[src/rtl/cpu_pkg.sv]
`default_nettype none
// ============================================================================
// Module      : cpu_pkg
// Description : Shared types for the write-back stage: data width, result
//               select encoding, load funct3 codes and the stage entry record.
// Ports       : none (package)
// Revision    : 1.0 - initial release
// ============================================================================
package cpu_pkg;

  localparam int DATA_WIDTH = 64;

  // Result select carried with each beat; the last code is reserved.
  typedef enum logic [1:0] {
    WB_SEL_ALU  = 2'd0,
    WB_SEL_LOAD = 2'd1,
    WB_SEL_PC4  = 2'd2,
    WB_SEL_RSVD = 2'd3
  } wb_sel_t;

  // Load funct3 codes (bit 2 = zero-extend, bits 1:0 = log2 of size).
  localparam logic [2:0] F3_LB  = 3'b000;
  localparam logic [2:0] F3_LH  = 3'b001;
  localparam logic [2:0] F3_LW  = 3'b010;
  localparam logic [2:0] F3_LD  = 3'b011;
  localparam logic [2:0] F3_LBU = 3'b100;
  localparam logic [2:0] F3_LHU = 3'b101;
  localparam logic [2:0] F3_LWU = 3'b110;

  // One buffered beat: write request plus its already-final data.
  typedef struct packed {
    logic                  valid;
    logic [4:0]            rd;
    logic                  rd_we;
    logic [DATA_WIDTH-1:0] data;
  } wb_entry_t;

endpackage : cpu_pkg
`default_nettype wire

[src/rtl/wb_stage_if.sv]
`default_nettype none
// ============================================================================
// Module      : wb_stage_if
// Description : Upstream (MEM -> WB) beat handshake bundle.
// Signals     : in_valid/in_ready handshake, in_rd/in_rd_we destination,
//               in_sel result select, in_alu_result/in_pc/in_load_raw data,
//               in_funct3/in_addr_lo load size and byte offset.
// Modports    : master (producer, MEM side), slave (write-back stage).
// Revision    : 1.0 - initial release
// ============================================================================
interface wb_stage_if;
  import cpu_pkg::*;

  logic                  in_valid;
  logic                  in_ready;
  logic [4:0]            in_rd;
  logic                  in_rd_we;
  logic [1:0]            in_sel;
  logic [DATA_WIDTH-1:0] in_alu_result;
  logic [DATA_WIDTH-1:0] in_pc;
  logic [DATA_WIDTH-1:0] in_load_raw;
  logic [2:0]            in_funct3;
  logic [2:0]            in_addr_lo;

  modport master (
    output in_valid, in_rd, in_rd_we, in_sel, in_alu_result, in_pc,
           in_load_raw, in_funct3, in_addr_lo,
    input  in_ready
  );

  modport slave (
    input  in_valid, in_rd, in_rd_we, in_sel, in_alu_result, in_pc,
           in_load_raw, in_funct3, in_addr_lo,
    output in_ready
  );

endinterface : wb_stage_if
`default_nettype wire

[src/rtl/load_ext.sv]
`default_nettype none
// ============================================================================
// Module      : load_ext
// Description : Combinational load lane select and sign/zero extension from
//               an aligned 64-bit doubleword.
// Ports       : raw_i     - raw memory doubleword
//               funct3_i  - load size/sign code
//               addr_lo_i - byte offset inside the doubleword
//               data_o    - extended load result (0 for funct3 3'b111)
// Revision    : 1.0 - initial release
// ============================================================================
module load_ext
  import cpu_pkg::*;
(
  input  logic [DATA_WIDTH-1:0] raw_i,
  input  logic [2:0]            funct3_i,
  input  logic [2:0]            addr_lo_i,
  output logic [DATA_WIDTH-1:0] data_o
);

  logic [2:0]            off;
  logic [DATA_WIDTH-1:0] lane;

  // Offset bits below the access size are ignored (forced aligned).
  always_comb begin
    off = addr_lo_i;
    case (funct3_i[1:0])
      2'b01:   off = {addr_lo_i[2:1], 1'b0};
      2'b10:   off = {addr_lo_i[2], 2'b00};
      2'b11:   off = 3'b000;
      default: off = addr_lo_i;
    endcase
  end

  // Bring the selected lane down to bit 0.
  assign lane = raw_i >> {off, 3'b000};

  always_comb begin
    data_o = '0;
    case (funct3_i)
      F3_LB:   data_o = {{(DATA_WIDTH-8){lane[7]}},   lane[7:0]};
      F3_LH:   data_o = {{(DATA_WIDTH-16){lane[15]}}, lane[15:0]};
      F3_LW:   data_o = {{(DATA_WIDTH-32){lane[31]}}, lane[31:0]};
      F3_LD:   data_o = lane;
      F3_LBU:  data_o = {{(DATA_WIDTH-8){1'b0}},      lane[7:0]};
      F3_LHU:  data_o = {{(DATA_WIDTH-16){1'b0}},     lane[15:0]};
      F3_LWU:  data_o = {{(DATA_WIDTH-32){1'b0}},     lane[31:0]};
      default: data_o = '0;
    endcase
  end

endmodule : load_ext
`default_nettype wire

[src/rtl/wb_stage.sv]
`default_nettype none
// ============================================================================
// Module      : wb_stage
// Description : Write-back stage with an output entry and a skid entry.
//               Final data is formed at capture; the output entry drives the
//               register-file write port and both entries drive bypasses.
// Ports       : clk, rst (async, active-low)
//               up         - upstream beat bundle (slave side)
//               w_hold     - downstream freeze, blocks retirement
//               w_addr/w_data/w_ena - register-file write port
//               fwd0_*     - bypass from the output entry
//               fwd1_*     - bypass from the skid entry (younger)
//               retire_cnt - number of retired beats (wraps)
// Revision    : 1.0 - initial release
// ============================================================================
module wb_stage
  import cpu_pkg::*;
(
  input  logic                  clk,
  input  logic                  rst,
  wb_stage_if.slave             up,
  input  logic                  w_hold,
  output logic [4:0]            w_addr,
  output logic [DATA_WIDTH-1:0] w_data,
  output logic                  w_ena,
  output logic                  fwd0_valid,
  output logic [4:0]            fwd0_addr,
  output logic [DATA_WIDTH-1:0] fwd0_data,
  output logic                  fwd1_valid,
  output logic [4:0]            fwd1_addr,
  output logic [DATA_WIDTH-1:0] fwd1_data,
  output logic [DATA_WIDTH-1:0] retire_cnt
);

  wb_entry_t             ob_q, ob_d;
  wb_entry_t             sb_q, sb_d;
  logic [DATA_WIDTH-1:0] cnt_q, cnt_d;

  logic [DATA_WIDTH-1:0] load_data;
  logic [DATA_WIDTH-1:0] cap_data;
  wb_entry_t             cap;
  logic                  drain;
  logic                  accept;
  logic                  ob_wr;

  load_ext u_load_ext (
    .raw_i     (up.in_load_raw),
    .funct3_i  (up.in_funct3),
    .addr_lo_i (up.in_addr_lo),
    .data_o    (load_data)
  );

  always_comb begin
    cap_data = '0;
    case (wb_sel_t'(up.in_sel))
      WB_SEL_ALU:  cap_data = up.in_alu_result;
      WB_SEL_LOAD: cap_data = load_data;
      WB_SEL_PC4:  cap_data = up.in_pc + DATA_WIDTH'(4);
      default:     cap_data = '0;
    endcase
  end

  always_comb begin
    cap       = '0;
    cap.valid = 1'b1;
    cap.rd    = up.in_rd;
    cap.rd_we = up.in_rd_we;
    cap.data  = cap_data;
  end

  // Readiness depends on registered state only, so w_hold never reaches
  // in_ready combinationally.
  assign up.in_ready = !sb_q.valid;
  assign drain       = ob_q.valid && !w_hold;
  assign accept      = up.in_valid && up.in_ready;

  always_comb begin
    ob_d  = ob_q;
    sb_d  = sb_q;
    cnt_d = cnt_q;
    if (drain) begin
      cnt_d = cnt_q + DATA_WIDTH'(1);
    end
    if (drain || !ob_q.valid) begin
      // Skid entry is older than any incoming beat, so it refills first.
      if (sb_q.valid) begin
        ob_d       = sb_q;
        sb_d.valid = 1'b0;
      end else if (accept) begin
        ob_d = cap;
      end else begin
        ob_d.valid = 1'b0;
      end
    end else if (accept) begin
      // Output entry is frozen by w_hold: park the new beat in the skid.
      sb_d = cap;
    end
  end

  always_ff @(posedge clk or negedge rst) begin
    if (!rst) begin
      ob_q  <= '0;
      sb_q  <= '0;
      cnt_q <= '0;
    end else begin
      ob_q  <= ob_d;
      sb_q  <= sb_d;
      cnt_q <= cnt_d;
    end
  end

  // x0 is never written or forwarded.
  assign ob_wr      = ob_q.valid && ob_q.rd_we && (ob_q.rd != 5'd0);

  assign w_ena      = ob_wr && !w_hold;
  assign w_addr     = ob_q.rd;
  assign w_data     = ob_q.data;

  assign fwd0_valid = ob_wr;
  assign fwd0_addr  = ob_q.rd;
  assign fwd0_data  = ob_q.data;

  assign fwd1_valid = sb_q.valid && sb_q.rd_we && (sb_q.rd != 5'd0);
  assign fwd1_addr  = sb_q.rd;
  assign fwd1_data  = sb_q.data;

  assign retire_cnt = cnt_q;

endmodule : wb_stage
`default_nettype wire

[src/flat_wrapper.sv]
// flat-port wrapper written by rule: the top's interface ports become plain ports
module wb_stage_flat import cpu_pkg::*;
  (clk, rst, w_hold, w_addr, w_data, w_ena, fwd0_valid, fwd0_addr, fwd0_data, fwd1_valid, fwd1_addr, fwd1_data, retire_cnt, up_in_valid, up_in_rd, up_in_rd_we, up_in_sel, up_in_alu_result, up_in_pc, up_in_load_raw, up_in_funct3, up_in_addr_lo, up_in_ready);
  wb_stage_if up_i ();
  input  logic clk;
  input  logic rst;
  input  logic w_hold;
  output logic [4:0] w_addr;
  output logic [DATA_WIDTH-1:0] w_data;
  output logic w_ena;
  output logic fwd0_valid;
  output logic [4:0] fwd0_addr;
  output logic [DATA_WIDTH-1:0] fwd0_data;
  output logic fwd1_valid;
  output logic [4:0] fwd1_addr;
  output logic [DATA_WIDTH-1:0] fwd1_data;
  output logic [DATA_WIDTH-1:0] retire_cnt;
  input wire logic [$bits(up_i.in_valid)-1:0] up_in_valid;
  input wire logic [$bits(up_i.in_rd)-1:0] up_in_rd;
  input wire logic [$bits(up_i.in_rd_we)-1:0] up_in_rd_we;
  input wire logic [$bits(up_i.in_sel)-1:0] up_in_sel;
  input wire logic [$bits(up_i.in_alu_result)-1:0] up_in_alu_result;
  input wire logic [$bits(up_i.in_pc)-1:0] up_in_pc;
  input wire logic [$bits(up_i.in_load_raw)-1:0] up_in_load_raw;
  input wire logic [$bits(up_i.in_funct3)-1:0] up_in_funct3;
  input wire logic [$bits(up_i.in_addr_lo)-1:0] up_in_addr_lo;
  output wire logic [$bits(up_i.in_ready)-1:0] up_in_ready;
  assign up_i.in_valid = up_in_valid;
  assign up_i.in_rd = up_in_rd;
  assign up_i.in_rd_we = up_in_rd_we;
  assign up_i.in_sel = up_in_sel;
  assign up_i.in_alu_result = up_in_alu_result;
  assign up_i.in_pc = up_in_pc;
  assign up_i.in_load_raw = up_in_load_raw;
  assign up_i.in_funct3 = up_in_funct3;
  assign up_i.in_addr_lo = up_in_addr_lo;
  assign up_in_ready = up_i.in_ready;
  wb_stage u_core (.clk(clk), .rst(rst), .up(up_i), .w_hold(w_hold), .w_addr(w_addr), .w_data(w_data), .w_ena(w_ena), .fwd0_valid(fwd0_valid), .fwd0_addr(fwd0_addr), .fwd0_data(fwd0_data), .fwd1_valid(fwd1_valid), .fwd1_addr(fwd1_addr), .fwd1_data(fwd1_data), .retire_cnt(retire_cnt));
endmodule
[config.mk]
export PLATFORM = sky130hd
export DESIGN_NAME = wb_stage_flat
export DESIGN_NICKNAME = d
export VERILOG_FILES = /design/src/rtl/cpu_pkg.sv /design/src/rtl/wb_stage_if.sv /design/src/rtl/load_ext.sv /design/src/rtl/wb_stage.sv /design/src/flat_wrapper.sv
export SDC_FILE = /design/constraint.sdc
export NUM_CORES = 1
export LEC_CHECK = 0
export ABC_AREA = 1
export BUFFER_PORTS_ARGS = -buffer_cell sky130_fd_sc_hd__buf_2
export CORE_UTILIZATION = 41
export DETAILED_ROUTE_END_ITERATION = 7
export PLACE_DENSITY = 0.64
export SYNTH_ARGS = -nofsm -noshare
export SYNTH_HDL_FRONTEND = slang
export SYNTH_SLANG_ARGS = --single-unit
[constraint.sdc]
create_clock -name clk -period 1.75 [get_ports clk]
set_clock_uncertainty 0.05 [all_clocks]
set_input_delay 0.0875 -clock clk [delete_from_list [all_inputs] [get_ports clk]]
set_output_delay 0.0875 -clock clk [all_outputs]
set_load 0.03 [all_outputs]
; Yosys cells after proc, flatten, opt, wreduce, memory -nomap -nowiden
; Index checks and enable logic that the tools add are counted.
[word_totals]
output_inout_bits = 275
ram_bits = 0
register_bits = 206
latch_bits = 0
elab_cells = 51
romBits = 0
input_bits = 210
n_memories = 0
[classes]
n_lt_le_gt_ge = 0
addsub = 2
n_reduce_logical = 19
n_shift = 1
n_eq_ne = 11
n_bitwise = 1
n_div = 0
n_mul = 0
mux = 8
[op_table]
columns = op, count
row1 = $pmux 64 s7, 1
row2 = $pmux 64 s3, 1
row3 = $mux 71, 2
row4 = $mux 70, 1
row5 = $add 64x1->64 const B, 1
row6 = $add 64x3->64 const B, 1
row7 = $shr 64x6->64, 1
row8 = $reduce_bool 5->1, 2
row9 = $eq 3x3->1 const B, 3
row10 = $pmux 3 s3, 1
row11 = $logic_and 1x1->1, 7
row12 = $eq 2x2->1 const B, 3
row13 = $eq 3x2->1 const B, 2
row14 = $eq 2x1->1 const B, 2
row15 = $reduce_and 2->1, 2
row16 = $reduce_bool 2->1, 2
row17 = $eq 3x1->1 const B, 1
row18 = $logic_not 1->1, 3
row19 = $logic_not 3->1, 1
row20 = $logic_not 2->1, 1
row21 = $mux 1, 2
row22 = $logic_or 1x1->1, 1
row23 = $not 1->1, 1

; Depth between registers and ports, before layout
; Gate-level depths: netlist of the first run.
[logic_depth]
word_depth = 7
depth_mapped = 15
mapped_depth_nobuf = 15

; Hierarchy
; From an unflattened synthesis of the first run, not the netlist that was laid out.
[unflattened]
cells_unflattened = 2625
hier_area_um2 = 16926.2
[by_module_without_submodules]
columns = mod, area_per_inst_um2, n_inst, cells_per_inst, seq_area_each_um2
row1 = wb_stage, 14345.0, 1, 2077, 5154.9
row2 = load_ext, 2581.2, 1, 548, 0.0

; Worst setup path after synthesis of the first run
; OpenSTA, ideal clock, no wires.
[synth_path]
path_type = reg-to-reg
from = register u_core.cnt_q[0] (netlist: u_core.retire_cnt[0])
to = register u_core.cnt_q[62] (netlist: u_core.retire_cnt[62])
slack_ps = -418
setup_time_ps = 117
stages_incl_launch_ff = 13
path_buffers = 0
period_less_slack_ps = 2168
t_required_ps = 1583
arrival_time_ps = 2001
path_cell_list = dfrtp_1 ha_1 nand3_1 nor2_2 nand3_2 nor2_4 nand2_2 nor2_4 nand3_2 nor2_4 nand3_1 nor2_1 nor2_1
[synth_via]
elab_chain_len = 1
[synth_rtl]
columns = element, line_no
row1 = from (decl), wb_stage.sv:37  ; logic [DATA_WIDTH-1:0] cnt_q, cnt_d;
row2 = from (signal assigned), wb_stage.sv:108  ; cnt_q <= cnt_d;
row3 = $add 64x1->64, wb_stage.sv:82  ; cnt_d = cnt_q + DATA_WIDTH'(1);
; No other way between the ends.
; A chain may end at the register's enable or synchronous reset.

; Final worst setup path of the first run
[layout_path]
from = register u_core.cnt_q[1] (netlist: u_core.retire_cnt[1])
to = register u_core.cnt_q[61] (netlist: u_core.retire_cnt[61])
; The elaborated chain is that of the path after synthesis.

==> out/qor.yml, run 1 <==
viasPerCell: 5.252
status: "finished, violations left"
holdCritPathClass: "in2reg"
area_growth_pct: 34.50
timing.fmax_ghz: 0.5122
final_cells: 3813
grt-ovfl-total: 0
worstReg2RegStart: "u_core.retire_cnt[1]"
yosysMostFrequentCell: "nand2_1"
pwr-share-clk_pct: 26.9
placed_cells: 3721
final_nets: 3477
finalHoldViolations: 0
post_drt_wl_per_cell_um: 20.23
fin_util_pct: 55.81
gp_congestion: 1.023
combinationalPowerShare_pct: 40.4
ant_nets: 0
clockBufferDepth: 3
power_switching_share_pct: 42.21
fin_crit_sh_pct: 111.6
drive_above_1_share_pct: 32.12
cts_buffers: 24
syn-cell-area_mm2: 0.01694
avgSynthCellArea_um2: 6.406
io_buffers: 484
crit_type: "reg2reg"
fp-row-count: 74
crit_chain: "nand3_1 > buf_4 > nor3_4 > nand3_2 > nor3_4 > nand3_2 > nor2_4 > nand3_1 > xor2_1"
slew_violations: 0
yosysTopAreaCellShare_pct: 30.42
core_area_mm2: 0.04083
relSlewSlack_pct: 34.19
timing.final.ws_setup_ps: -202.4
grt_pass1_vias: 19250
ctsRootBufferMaster: "clkbuf_16"
power.internal_mw: 11.14
vias: 20030
ys_top_cells_by_area: "dfrtp_1 30%, nand2_1 20%, buf_4 9.4%, nand3_1 6.3%, inv_1 5.9%"
synth.distinct_cells: 41
fp.dieW_um: 205.3
rsz0062_at_grt: "true"
multi_input_area_mm2: 0.009002
regToRegSetupSlack_ps: -200
seqCellArea_mm2: 0.005175
initial_core_util_pct: 41.50
die-area_mm2: 0.04214
path_max_fanout: 3
finalSetupViolCount: 32
clock-sinks: 206
synth_edf_count: 0
min_to: "u_core.fwd0_data[46]"
synthCells: 2645
hp-start: "up_in_alu_result[46]"
timing.hold.ws_ps: 8.904
synthArstFlopShare_pct: 100.0
clk_pin_slew_worst_paths_ps: 60
worstMarginPinSlew_ps: 983.9
min_delay_path_depth: 7
rr_worst_depth: 9
irDropWorstVdd_v: 0.0006729
power_frac_seq_pct: 32.7
syn_nets: 2857
dp_hpwl_um: 63010
grt_pass1_wl_um: 114300
grt_max_degree: 55
wl_um: 77120
cap_violations: 0
synth_commonest_cells: "901 x nand2_1, 266 x inv_1, 213 x nand3_1"
ys_warn_count: 0
p_leak_nw: 12.57
synth-seq-cells: 206
p_sw_mw: 8.136
crit_required_ps: 2120
worstPathArrival_ps: 2320
drt_iter0_markers: 1827
slowest_stage: "dfrtp_2"
critPathCaptureType: "flip-flop"
nFillCells: 4063
powerDensity_mw_per_mm2: 845.7
fp.dieH_um: 205.3
ys_seq_area_share_pct: 30.42
cts_tree: "done"
n_antenna_cell: 0
drc_errors: 0
firstDrtPassIters: 7
h-tree-depth: 1
max_stage_delay_ps: 390
clock_latency_ps: 520
violations: "negative setup slack"
r2r_end: "u_core.retire_cnt[61]"
yosysTopAreaCell: "dfrtp_1"
grtUsageTotal_pct: 36.03
critPathLaunch: "u_core.retire_cnt[1]"
startpoint_type: "flip-flop"
antenna_found_initial: 0
fin_crit_ps: 1952
synth-main-ff-cell: "dfrtp_1"
ios: 485
## worst max-delay path by stage
stage / endpoint / slack (ps)
after detailed placement: u_core.fwd0_data[59] / -460
after global placement: u_core.fwd0_data[5] / -520
final: u_core.retire_cnt[61] / -200
after floorplan: u_core.retire_cnt[62] / -220
after global routing: u_core.retire_cnt[62] / -290
after CTS: u_core.retire_cnt[54] / -190
## worst max-delay path, delay by kind of cell, from the launching register on
kind,cells,cell delay [ps]
buf+inv,1,160
flops,1,390
simple gates,7,1080
xor+xnor,1,160
## routing by layer
metal,part of all wire [%],up-vias,global-route usage [%]
met5,0,-,0
met2,47,853,61.34
met4,3.8,0,13.12
met3,6.4,123,3.928
met1,43,9529,46.93
li1,-,9520,-
## power by group through the flow
stage	sequential (mW)	clock (mW)	combinational [mW]
detailed placement	6.37	0	7.57
finish	6.30	5.19	7.79
CTS	6.29	5.26	7.71
global route	6.38	5.44	8.37
global placement	6.34	0	7.55
floorplan	6.23	0	5.79
## placed cells by master, fill, tap and decap left out, types with 7 or more instances in the layout
cell type and count:
o211ai_1 36, xor2_1 42, nand2_2 12, and2_1 9, nand2_1 895, a31oi_1 9
clkbuf_8 8, buf_4 367, clkbuf_16 24, nor2_1 167, a21oi_1 77, nor2_2 11
nand3_1 200, xnor2_1 19, o21ai_1 66, nand4_1 90, buf_2 480, o21ai_0 79
nor3_1 28, nand3_2 16, inv_1 262, buf_12 25, o21ai_2 15, dlygate4sd3_1 25
nor4_1 7, buf_6 10, o21bai_1 10, dfrtp_1 190, inv_2 8, dfrtp_2 16
nor2_4 14, nand3b_1 8
## registers in the layout, indices dropped and copies added (netlist names)
name,flops
u_core.sb_q,2
u_core.fwd0_data,64
u_core.fwd1_data,64
u_core.retire_cnt,64
u_core.ob_q,2
u_core.fwd1_addr,5
u_core.fwd0_addr,5
## logic make-up (layout without fill, tap and decap cells)
kind of cell	after synthesis	count (layout)	synth area share (%)
buffers and inverters	588	1224	18.43
AND/OR/NAND/NOR	1488	1488	37.65
flip-flops	206	206	30.42
AO/OA/AOI/OAI	298	298	10.09
XOR/XNOR	63	63	3.257
adder cells (fa/ha/maj)	2	2	0.1477
## metrics by stage
stage	cell area [um^2]	setup TNS, ps	setup WS [ps]	power, mW
2_1_floorplan	17050	-2088	-217.7	12.03
3_3_place_gp	21220	-30910	-518.0	13.89
3_5_place_dp	21220	-29530	-464.8	13.94
4_1_cts	22520	-2802	-191.6	19.27
5_1_grt	22790	-7119	-290.1	20.19
6_report	22790	-3381	-202.4	19.27
## cell type report
| cell class | count | share of cell area (%) |
|---|---|---|
| timing repair buffer | 910 | 26.75 |
| clock buffer | 33 | 3.135 |
| inverter | 272 | 4.502 |
| sequential | 206 | 22.71 |
| tap | 532 | 2.921 |
| clock inverter | 9 | 0.4831 |
| multi-input combinational | 1851 | 39.50 |
## timing repair
action,CTS,global route
setup buffers,14,14
cloned,1,0
gates resized for setup,22,51
pin swaps,11,19
hold buffers,24,2
setup endpoints to repair,36,102
endpoints found under the hold margin,243,19
No activity file was read; power rests on OpenSTA's default activity.
==> run 2, diff against run 1 <==
--- a/config.mk
+++ b/config.mk
@@ -10,6 +10,7 @@
 export CORE_UTILIZATION = 41
 export DETAILED_ROUTE_END_ITERATION = 7
 export PLACE_DENSITY = 0.64
+export SKIP_LAST_GASP = 1
 export SYNTH_ARGS = -nofsm -noshare
 export SYNTH_HDL_FRONTEND = slang
 export SYNTH_SLANG_ARGS = --single-unit
==> run 2 against run 1 <==
The run still ends with negative setup slack left. Sequential power is essentially flat. Flip-flop and latch count did not move. Maximum frequency barely moved. Final area is 0.12% higher. Combinational power is essentially flat. Critical endpoint unchanged. Largest cell class unchanged.
==> out/qor.yml, run 2 (synthesized netlist as in run 1, its figures left out) <==
ant_nets: 0
viasPerCell: 5.272
clockBufferDepth: 3
core_area_mm2: 0.04083
area_growth_pct: 34.66
place_area_mm2: 0.02122
worstMarginPinSlew_ps: 985.9
finalSetupViolCount: 34
fin_crit_ps: 1951
seqCellArea_mm2: 0.005175
startpoint_type: "flip-flop"
powerDensity_mw_per_mm2: 845.5
relSlewSlack_pct: 34.06
vias: 20110
status: "finished, violations left"
violations: "negative setup slack"
critPathCaptureType: "flip-flop"
grtUsageTotal_pct: 36.02
timing.fmax_ghz: 0.5125
initial_core_util_pct: 41.50
slowest_stage: "dfrtp_2"
n_antenna_cell: 0
fp.dieH_um: 205.3
design_area_mm2: 0.02282
cts_tree: "done"
ctsRootBufferMaster: "clkbuf_16"
gp_congestion: 1.023
clock-sinks: 206
max_stage_delay_ps: 390
crit_required_ps: 2120
drc_errors: 0
ios: 485
clk_pin_slew_worst_paths_ps: 60
multi_input_area_mm2: 0.009002
grt_pass1_vias: 19250
timing.final.ws_setup_ps: -201.0
worstPathArrival_ps: 2320
cap_violations: 0
rsz0062_at_grt: "true"
p_leak_nw: 12.58
firstDrtPassIters: 6
grt-ovfl-total: 0
irDropWorstVdd_v: 0.0006719
nFillCells: 4059
slew_violations: 0
fp-row-count: 74
drive_above_1_share_pct: 32.15
dp_hpwl_um: 63010
fp.dieW_um: 205.3
cts_buffers: 24
path_delay_family: "simple AND/OR/NAND/NOR gates"
antenna_found_initial: 0
post_drt_wl_per_cell_um: 20.34
finalHoldViolations: 0
grt_max_degree: 55
cp_num_buf_inv: 1
final_common_cell: "nand2_1"
final_nets: 3478
io_buffers: 484
holdCritPathClass: "in2reg"
grt_pass1_wl_um: 114300
path_max_fanout: 3
wl_um: 77590
crit_type: "reg2reg"
final_cell_mix: "895 x nand2_1, 480 x buf_2, 367 x buf_4"
fin_util_pct: 55.88
crit_chain: "nand3_1 > buf_4 > nor3_4 > nand3_2 > nor3_4 > nand3_2 > nor2_4 > nand3_1 > xor2_1"
drt_iter0_markers: 1846
die-area_mm2: 0.04214
fin_crit_sh_pct: 111.5
clock_latency_ps: 530
h-tree-depth: 1
==> run 2: cell types whose count changed in the layout (fill, tap and decap cells not counted) <==
cell	change
clkbuf_16	+1
inv_4	-1
inv_6	+1
==> run 2: layer usage <==
layer	up-vias	global-route usage (%)	wire length (um)
met2	924	61.34	36760
li1	9511	-	-
met1	9554	46.92	32740
met3	118	3.928	5159
met4	0	13.12	2928
met5	-	0	0
==> run 2: worst min-delay path: stages <==
cell and delay (ps):
buf_2 90, nand2_1 70, nand2_1 70, inv_1 60, nand3_1 80, nand2_1 50, nand2_1 60
==> run 2: per-stage QoR <==
| stage | hold slack, ps | instances | worst slack (ps) | setup TNS [ps] | power (mW) |
|---|---|---|---|---|---|
| floorplan | -258.1 | 2645 | -217.7 | -2088 | 12.03 |
| global placement | -56.03 | 3721 | -518.0 | -30910 | 13.89 |
| detailed placement | -59.79 | 3721 | -464.8 | -29530 | 13.94 |
| CTS | 0.7077 | 3801 | -196.6 | -2811 | 19.26 |
| global route | 32.97 | 3814 | -290.1 | -6942 | 20.21 |
| finish | 22.66 | 3814 | -201.0 | -3296 | 19.29 |
==> run 2: cell type report <==
cell class                      count  area share, %
Sequential cell                   206          22.68
Clock buffer                       33          3.131
Inverter                          272          4.508
Multi-Input combinational cell   1851          39.45
Clock inverter                      9         0.4826
Timing Repair Buffer              911          26.83
Tap cell                          532          2.917
==> run 2: path summary, 6_finish.rpt <==
path / slack [ps] / start / end / cells past startpoint
worst min register to register: 420 / u_core.retire_cnt[63] / u_core.retire_cnt[63] / 1
worst min-delay path: 20 / up_in_alu_result[46] / u_core.fwd0_data[46] / 7
min in group asynchronous: 140 / rst / u_core.retire_cnt[3] / 3
worst max-delay path: -200 / u_core.retire_cnt[1] / u_core.retire_cnt[61] / 9
worst max register to register: -200 / u_core.retire_cnt[1] / u_core.retire_cnt[61] / 9
max in group asynchronous: 150 / rst / u_core.fwd0_data[7] / 3
==> run 2: report_power, final <==
| part | switching [mW] | leakage [nW] | total (mW) | internal [mW] |
|---|---|---|---|---|
| clock network | 2.04 | 0.413 | 5.18 | 3.14 |
| registers | 0.750 | 2.56 | 6.30 | 5.55 |
| logic | 5.35 | 9.60 | 7.81 | 2.46 |
| total | 8.15 | 12.6 | 19.3 | 11.1 |
==> run 2: repair_timing <==
item,in CTS,in global routing
endpoints found under the setup margin,36,102
buffers inserted,14,14
resized for setup,21,54
pin swaps,11,19
hold buffers,24,2
hold endpoints to repair,243,19
gates cloned,1,1
==> run 3, diff against run 2 <==
--- a/config.mk
+++ b/config.mk
@@ -9,7 +9,8 @@
 export BUFFER_PORTS_ARGS = -buffer_cell sky130_fd_sc_hd__buf_2
 export CORE_UTILIZATION = 41
 export DETAILED_ROUTE_END_ITERATION = 7
-export PLACE_DENSITY = 0.64
+export PLACE_DENSITY = 0.61
+export SETUP_SLACK_MARGIN = 0.1
 export SKIP_LAST_GASP = 1
 export SYNTH_ARGS = -nofsm -noshare
 export SYNTH_HDL_FRONTEND = slang
==> constraint.sdc (replaced) <==
create_clock -name clk -period 2 [get_ports clk]
set_clock_uncertainty 0.05 [all_clocks]
set_input_delay 0.1 -clock clk [delete_from_list [all_inputs] [get_ports clk]]
set_output_delay 0.1 -clock clk [all_outputs]
set_load 0.03 [all_outputs]
==> run 3 against run 2 <==
The flow now finishes without violations. Via count shrank 3.2%. Final cell count fell by 3.9%. Global-route usage shrank 1.2 points. Core utilization decreased by 3.3 points. Largest power group unchanged. Wire length down 3.4%. Clock power decreased by 12%. First-iteration DRC count decreased by 1.6%.
==> out/qor.yml, run 3 (synthesized netlist as in run 1, its figures left out) <==
finalHoldViolations: 0
grt_pass1_wl_um: 110800
worstMarginPinSlew_ps: 756.5
nFillCells: 4145
powerDensity_mw_per_mm2: 775.3
ios: 485
ant_nets: 0
gp_congestion: 1.013
fp-row-count: 74
cts_tree: "done"
worstPathArrival_ps: 2340
holdCritPathClass: "in2reg"
core_area_mm2: 0.04083
p_leak_nw: 11.73
crit_type: "reg2reg"
placed_cells: 3581
drc_errors: 0
area_growth_pct: 26.61
relSlewSlack_pct: 49.34
cp_num_buf_inv: 1
io_buffers: 484
grt-ovfl-total: 0
final_cell_mix: "895 x nand2_1, 482 x buf_2, 264 x inv_1"
drt_iter0_markers: 1817
timing.hold.ws_ps: 5.148
finalSetupViolCount: 0
vias: 19450
dp_hpwl_um: 60430
firstDrtPassIters: 6
startpoint_type: "flip-flop"
regToRegSetupSlack_ps: 30
cap_violations: 0
grt_max_degree: 70
drive_above_1_share_pct: 28.08
path_delay_family: "simple AND/OR/NAND/NOR gates"
design_area_mm2: 0.02145
path_max_fanout: 3
tns_ps: 0
timing.final.ws_setup_ps: 26.70
final_common_cell: "nand2_1"
fp.dieH_um: 205.3
clockBufferDepth: 3
ctsRootBufferMaster: "clkbuf_16"
n_antenna_cell: 0
slowest_stage: "dfrtp_2"
initial_core_util_pct: 41.50
slew_violations: 0
final_cells: 3666
timing.fmax_ghz: 0.5068
max_stage_delay_ps: 400
h-tree-depth: 1
post_drt_wl_per_cell_um: 20.44
wl_um: 74920
power_mw: 16.63
rsz0062_at_grt: "true"
clock_latency_ps: 540
fin_crit_sh_pct: 98.67
cts_buffers: 24
fin_util_pct: 52.54
viasPerCell: 5.307
antenna_found_initial: 0
die-area_mm2: 0.04214
grt_pass1_vias: 18500
critPathCaptureType: "flip-flop"
clock-sinks: 206
place_area_mm2: 0.02009
fp.dieW_um: 205.3
crit_required_ps: 2370
place_ws_ps: -310.1
fin_crit_ps: 1973
status: "finished clean"
irDropWorstVdd_v: 0.0005445
grtUsageTotal_pct: 34.82
final_nets: 3328
crit_chain: "nand3_1 > buf_4 > nor3_4 > nand3_4 > nor3_4 > nand3_2 > nor2_4 > nand3_1 > xor2_1"
clk_pin_slew_worst_paths_ps: 60
[run 3: final cells by class]
type / instances / area [um^2] / share of cell area, %
tap: 532 / 665.6 / 3.103
multi-input combinational: 1851 / 8872 / 41.36
clock buffer: 32 / 660.6 / 3.080
sequential: 206 / 5170 / 24.10
timing repair buffer: 761 / 4900 / 22.84
clock inverter: 12 / 157.7 / 0.7349
inverter: 272 / 1026 / 4.783
[run 3: final timing paths]
check	start	depth (start not counted)	to
worst min register to register	u_core.retire_cnt[63]	1	u_core.retire_cnt[63]
worst max-delay path	u_core.retire_cnt[1]	9	u_core.retire_cnt[61]
worst max register to register	u_core.retire_cnt[1]	9	u_core.retire_cnt[61]
min in group asynchronous	rst	2	u_core.fwd0_data[23]
max in group asynchronous	rst	3	u_core.fwd1_data[6]
worst min-delay path	up_in_alu_result[47]	7	u_core.fwd0_data[47]
[run 3: worst register-to-register path, stage by stage (launching register included)]
cell and delay [ps]:
dfrtp_2 400, nand3_1 130, buf_4 160, nor3_4 190
nand3_4 130, nor3_4 230, nand3_2 160, nor2_4 160
nand3_1 100, xor2_1 160
[run 3: layer usage]
layer,track usage (%),part of all wire (%),vias up
li1,-,-,9226
met3,4.070,6.8,112
met5,0,0,-
met2,58.77,47,896
met4,10.98,3.1,0
met1,46.24,43,9220
[run 3: power by group]
part           switching, mW  leakage [nW]  total [mW]  internal (mW)
sequential             0.627          2.57        5.48           4.85
clock                   1.84         0.405        4.57           2.73
combinational           4.62          8.76        6.58           1.96
total                   7.09          11.7        16.6           9.54
[run 3: what timing repair did]
item | in CTS | in global routing
resized for setup | 15 | 24
pin swaps | 8 | 10
setup endpoints to repair | 18 | 43
setup buffers | 9 | 8
hold buffers | 23 | 0
hold endpoints to repair | 241 | 0
gates cloned | 1 | 0
